[src/rtl/matvec_vector_feeder.sv]
// matvec_vector_feeder: buffers layer N results and replays them as
// BANDWIDTH-wide chunks into layer N+1, then starts it and waits for it.
module matvec_vector_feeder #(
  parameter int MAX_LEN    = 64,
  parameter int BANDWIDTH  = 4,
  parameter int DATA_WIDTH = 16
) (
  input  logic                         clk,
  input  logic                         rst,
  input  logic signed [DATA_WIDTH-1:0] res_in,
  input  logic                         res_valid,
  input  logic                         send,
  output logic                         vector_write_enable,
  output logic [$clog2(MAX_LEN)-1:0]   vector_base_addr,
  output logic signed [DATA_WIDTH-1:0] vector_in [BANDWIDTH],
  output logic                         mv_start,
  input  logic                         mv_busy,
  output logic [$clog2(MAX_LEN):0]     count,
  output logic                         busy,
  output logic                         done,
  output logic                         overflow
);

  localparam int AW = $clog2(MAX_LEN);
  localparam int CW = AW + 1;

  typedef enum logic [2:0] {
    IDLE,
    SEND,
    START,
    WAIT_HI,
    WAIT_LO
  } state_e;

  state_e state_q;

  logic signed [DATA_WIDTH-1:0] mem_q [MAX_LEN];
  logic signed [DATA_WIDTH-1:0] vin_q [BANDWIDTH];
  logic signed [DATA_WIDTH-1:0] vin_d [BANDWIDTH];

  logic [CW-1:0] count_q, cnt_d, nch_q, nch_d;
  logic [CW-1:0] k_q, ksel, idx;
  logic [AW-1:0] base_q, base_d;
  logic          vwe_q, start_q, busy_q, done_q, ovf_q;
  logic          cap;

  assign cap    = res_valid && (state_q == IDLE)
               && (count_q != CW'(MAX_LEN));
  assign cnt_d  = count_q + CW'(cap);
  assign nch_d  = (cnt_d + CW'(BANDWIDTH - 1))
                / CW'(BANDWIDTH);
  assign ksel   = (state_q == IDLE) ? '0 : k_q;
  assign base_d = AW'(ksel * CW'(BANDWIDTH));

  // The word captured in the send cycle is forwarded straight into chunk 0.
  always_comb begin
    idx = '0;
    for (int j = 0; j < BANDWIDTH; j++) begin
      idx      = ksel * CW'(BANDWIDTH) + CW'(j);
      vin_d[j] = '0;
      if (idx < cnt_d) begin
        vin_d[j] = (cap && idx == count_q)
                 ? res_in : mem_q[idx[AW-1:0]];
      end
    end
  end

  always_ff @(posedge clk) begin
    if (cap) mem_q[count_q[AW-1:0]] <= res_in;
  end

  always_ff @(posedge clk or posedge rst) begin
    if (rst) begin
      state_q <= IDLE;
      count_q <= '0;
      nch_q   <= '0;
      k_q     <= '0;
      base_q  <= '0;
      vwe_q   <= 1'b0;
      start_q <= 1'b0;
      busy_q  <= 1'b0;
      done_q  <= 1'b0;
      ovf_q   <= 1'b0;
      for (int j = 0; j < BANDWIDTH; j++) vin_q[j] <= '0;
    end else begin
      done_q <= 1'b0;
      if (res_valid && !cap) ovf_q <= 1'b1;
      if (cap) count_q <= cnt_d;
      unique case (state_q)
        IDLE: begin
          if (send && cnt_d != '0) begin
            state_q <= SEND;
            busy_q  <= 1'b1;
            vwe_q   <= 1'b1;
            base_q  <= base_d;
            vin_q   <= vin_d;
            k_q     <= CW'(1);
            nch_q   <= nch_d;
          end else if (send) begin
            done_q <= 1'b1;
          end
        end
        SEND: begin
          if (k_q == nch_q) begin
            state_q <= START;
            vwe_q   <= 1'b0;
            base_q  <= '0;
            start_q <= 1'b1;
            for (int j = 0; j < BANDWIDTH; j++) vin_q[j] <= '0;
          end else begin
            base_q <= base_d;
            vin_q  <= vin_d;
            k_q    <= k_q + CW'(1);
          end
        end
        START: begin
          start_q <= 1'b0;
          state_q <= WAIT_HI;
        end
        WAIT_HI: begin
          if (mv_busy) state_q <= WAIT_LO;
        end
        WAIT_LO: begin
          if (!mv_busy) begin
            state_q <= IDLE;
            busy_q  <= 1'b0;
            done_q  <= 1'b1;
            count_q <= '0;
          end
        end
        default: state_q <= IDLE;
      endcase
    end
  end

  assign vector_write_enable = vwe_q;
  assign vector_base_addr    = base_q;
  assign vector_in           = vin_q;
  assign mv_start            = start_q;
  assign count               = count_q;
  assign busy                = busy_q;
  assign done                = done_q;
  assign overflow            = ovf_q;

endmodule
[config.mk]
export PLATFORM = sky130hd
export DESIGN_NAME = matvec_vector_feeder
export DESIGN_NICKNAME = d
export VERILOG_FILES = /design/src/rtl/matvec_vector_feeder.sv
export SDC_FILE = /design/constraint.sdc
export NUM_CORES = 2
export LEC_CHECK = 0
export CAP_MARGIN = 20
export CORE_MARGIN = 2
export CORE_UTILIZATION = 40
export CTS_CLUSTER_SIZE = 12
export DETAILED_ROUTE_END_ITERATION = 6
export SLEW_MARGIN = 0
export SYNTH_ARGS = -nofsm -noshare
export SYNTH_HDL_FRONTEND = slang
export SYNTH_SLANG_ARGS = --single-unit
export TNS_END_PERCENT = 10
[constraint.sdc]
create_clock -name clk -period 5.4 [get_ports clk]
set_clock_uncertainty 0.1 [all_clocks]
set_input_delay 0.54 -clock clk [delete_from_list [all_inputs] [get_ports clk]]
set_output_delay 0.54 -clock clk [all_outputs]
set_load 0.005 [all_outputs]
==> results.py <==
metrics = {
    "status": {
        "outcome": "finished, final reports clean",
    },
    "yosys": {
        "syn_area_per_cell_um2": 15.2,
        "syn_inst": 2995,
        "async_flop_share": 0.0849,
        "ys_ff_latch": 1119,
        "synth_edf_count": 1024,
        "syn_area_um2": 45400,
        "ys_warn_count": 0,
        "yosysSeqAreaShare": 0.729,
        "synth_flop_cell": "edfxtp_1",
        "yosysUniqueCellTypes": 64,
    },
    "global_routing": {
        "grt_util_all_layers": 0.207,
        "grt_pass1_vias": 25800,
        "grt_pass1_wl_mm": 178,
        "grt_max_degree": 133,
        "grt_overflow": 0,
        "antenna_found_initial": 7,
    },
    "sta": {
        "hold_viol": 0,
        "rsz0062_at_grt": "false",
        "tightest_slew_ps": 1110,
        "drv_slew": 0,
        "relSlewSlack": 0.262,
        "period_needed_ps": 4640,
        "period_share": 0.859,
        "setup_viol": 0,
        "max_freq_mhz": 216,
        "fin_hold_ws_ps": 138,
    },
    "floorplan": {
        "core_area_um2": 112000,
        "die_width_um": 341,
        "rows": 123,
        "dieArea_um2": 116000,
        "ios": 103,
        "initial_core_util": 0.404,
        "die_h_um": 341,
    },
    "final_layout": {
        "drive_above_1_share": 0.134,
        "nets": 3153,
        "diodes": 0,
        "multiInputGateArea_um2": 11400,
        "regArea_um2": 33100,
        "final_util": 0.462,
        "fill_cells": 9644,
        "area_growth_syn_to_layout_pct": 14.5,
    },
    "placed_design": {
        "port_buffers": 100,
        "dp_hpwl_mm": 66.8,
        "place_congestion": 0.819,
    },
    "power": {
        "powerDensity_nw_per_um2": 531,
        "power_leakage_nw": 17.7,
        "total_power_mw": 27.6,
        "peakVddDrop_mv": 0.853,
    },
    "cts": {
        "cts_tree": "done",
        "clkSinkCount": 1119,
        "cts_buffer_depth": 3,
        "cts_made_buffers": 116,
        "clk_pin_slew_ps": 60,
        "htreeDepth": 3,
        "cts_root_buf": "clkbuf_16",
        "clock_latency_ps": 700,
        "cts_setup_buffers": 0,
    },
    "critical_path": {
        "arrival_ps": 5120,
        "start_kind": "input pin",
        "crit_buf_inv": 3,
        "crit_type": "input pin to flip-flop",
        "cp_slowest_stage_delay_ps": 690,
        "path_depth": 15,
        "end_kind": "flip-flop",
        "worstPathRequired_ps": 5880,
        "critPathSlowestCell": "or4b_2",
        "reg2regPathDepth": 14,
        "crit_chain": "clkdlybuf4s50_1 > or4b_2 > a31o_2 > inv_1 > ha_1 > nand2_1 > nor3_1 > xnor2_1 > ha_1 > a21oi_1 > nand2_1 > a211oi_2 > buf_4 > nand4_1 > o211ai_1",
        "critPathTopFamily": "simple AND/OR/NAND/NOR gates",
        "cp_max_fo": 15,
    },
    "drt": {
        "detail-route-antenna-nets": 0,
        "firstDrtPassIters": 6,
        "drt-total-wl_mm": 122,
        "via_per_inst": 5.68,
        "vias": 26800,
        "initialDrtViolationCount": 2664,
        "drc_errors": 0,
        "wl_per_cell_um": 25.9,
    },
    "flow_run": {
        "maxCapViolations": 0,
    },
    "worst_hold_path": {
        "min_path_cells": 1,
        "hold_class": "input pin to flip-flop",
    },
}
## routing by layer
| metal | wire (µm) | vias up | track usage | share of wire |
|---|---|---|---|---|
| li1 | - | 11800 | - | - |
| met4 | 2400 | 8 | 0.0529 | 0.020 |
| met5 | 43 | - | 0 | 0.00035 |
| met3 | 8890 | 154 | 0.0314 | 0.073 |
| met2 | 57300 | 1047 | 0.327 | 0.47 |
| met1 | 53400 | 13800 | 0.302 | 0.44 |
## area by class of cell
class / count / area share
multi-input combinational: 1649 / 0.220
clock inverter: 30 / 0.00414
clock buffer: 184 / 0.0642
inverter: 13 / 0.00127
timing repair buffer: 225 / 0.0379
tap: 1500 / 0.0361
sequential: 1119 / 0.637
## sequential cells by signal, summed over array words and instances, names as in the netlist, 3 cells and up
signal,cells
state_q,3
k_q,7
nch_q,5
vector_in,64
vector_base_addr,4
mem_q,1024
count,7
## synth_stat cells (all sizes together), types with 4 or more instances
master | count | share of area
inv | 12 | 0.00099
buf | 110 | 0.013
ha | 8 | 0.0022
nor3 | 13 | 0.0015
and2 | 4 | 0.00055
clkbuf | 105 | 0.0087
or3 | 5 | 0.00069
mux4 | 47 | 0.023
a21oi | 290 | 0.032
nor4 | 6 | 0.00083
xor2 | 11 | 0.0021
a22o | 193 | 0.037
nand3 | 11 | 0.0012
nand4 | 55 | 0.0077
o21bai | 16 | 0.0026
nor2 | 92 | 0.0076
o211ai | 47 | 0.0078
edfxtp | 1024 | 0.68
dfrtp | 95 | 0.052
nor2b | 37 | 0.0051
mux2i | 202 | 0.045
a211oi | 67 | 0.011
o31ai | 9 | 0.0019
mux2 | 37 | 0.0092
and3 | 18 | 0.0025
xnor2 | 12 | 0.0023
nand2 | 362 | 0.030
o21ai | 70 | 0.0077
## metrics by stage
| stage | area (µm²) | cells | TNS [ps] | worst slack, ps |
|---|---|---|---|---|
| 3_5_place_dp | 48400 | 4503 | -24.1 | -22.0 |
| 2_1_floorplan | 45400 | 2996 | 0 | 1390 |
| 4_1_cts | 52000 | 4718 | 0 | 697 |
| 5_1_grt | 52000 | 4720 | 0 | 455 |
| 6_report | 52000 | 4720 | 0 | 761 |
| 3_3_place_gp | 48400 | 4503 | 0 | 147 |
## power breakdown
group / leakage (nW) / internal (mW) / total (mW) / switching (mW)
logic: 5.53 / 3.94 / 10.0 / 6.09
clock network: 1.73 / 4.27 / 7.52 / 3.25
registers: 10.4 / 9.75 / 10.1 / 0.327
total: 17.7 / 18.0 / 27.6 / 9.67
## placed cells by master (no fill, tap or decap), types with 58 or more instances in the layout
| cell type | Yosys | layout |
|---|---|---|
| clkdlybuf4s50_1 | 0 | 84 |
| o21ai_0 | 58 | 58 |
| nor2_1 | 92 | 64 |
| buf_4 | 9 | 115 |
| edfxtp_1 | 1024 | 1024 |
| a21oi_1 | 290 | 290 |
| clkbuf_16 | 0 | 116 |
| a22o_1 | 193 | 193 |
| nand2_1 | 361 | 361 |
| a211oi_1 | 66 | 65 |
| dfrtp_1 | 95 | 94 |
| mux2i_1 | 202 | 202 |
## cell families after synthesis
group                    after synthesis  share of synthesized area
flip-flops                          1119                      0.729
AO/OA/AOI/OAI                        707                      0.103
AND/OR/NAND/NOR                      621                     0.0608
multiplexers                         286                     0.0770
buffers and inverters                228                     0.0225
XOR/XNOR                              24                    0.00493
adder cells (fa/ha/maj)                9                    0.00245
other                                  1                  0.0000826
## final timing paths
path / endpoint / slack, ps / startpoint
worst min register to register: vector_in[5] / 380 / vector_in[5]
min in group asynchronous: done / 330 / rst
worst min-delay path: mem_q[10][9] / 140 / res_in[9]
worst max-delay path: vector_in[48] / 760 / res_valid
max in group asynchronous: nch_q[1] / 3770 / rst
worst max register to register: vector_in[48] / 770 / state_q[0]
## what timing repair did
action,in CTS,in global routing
hold buffers,1,0
endpoints found under the hold margin,4,0
resized for setup,0,0
Note: power is estimated with default switching activity, not from simulation.
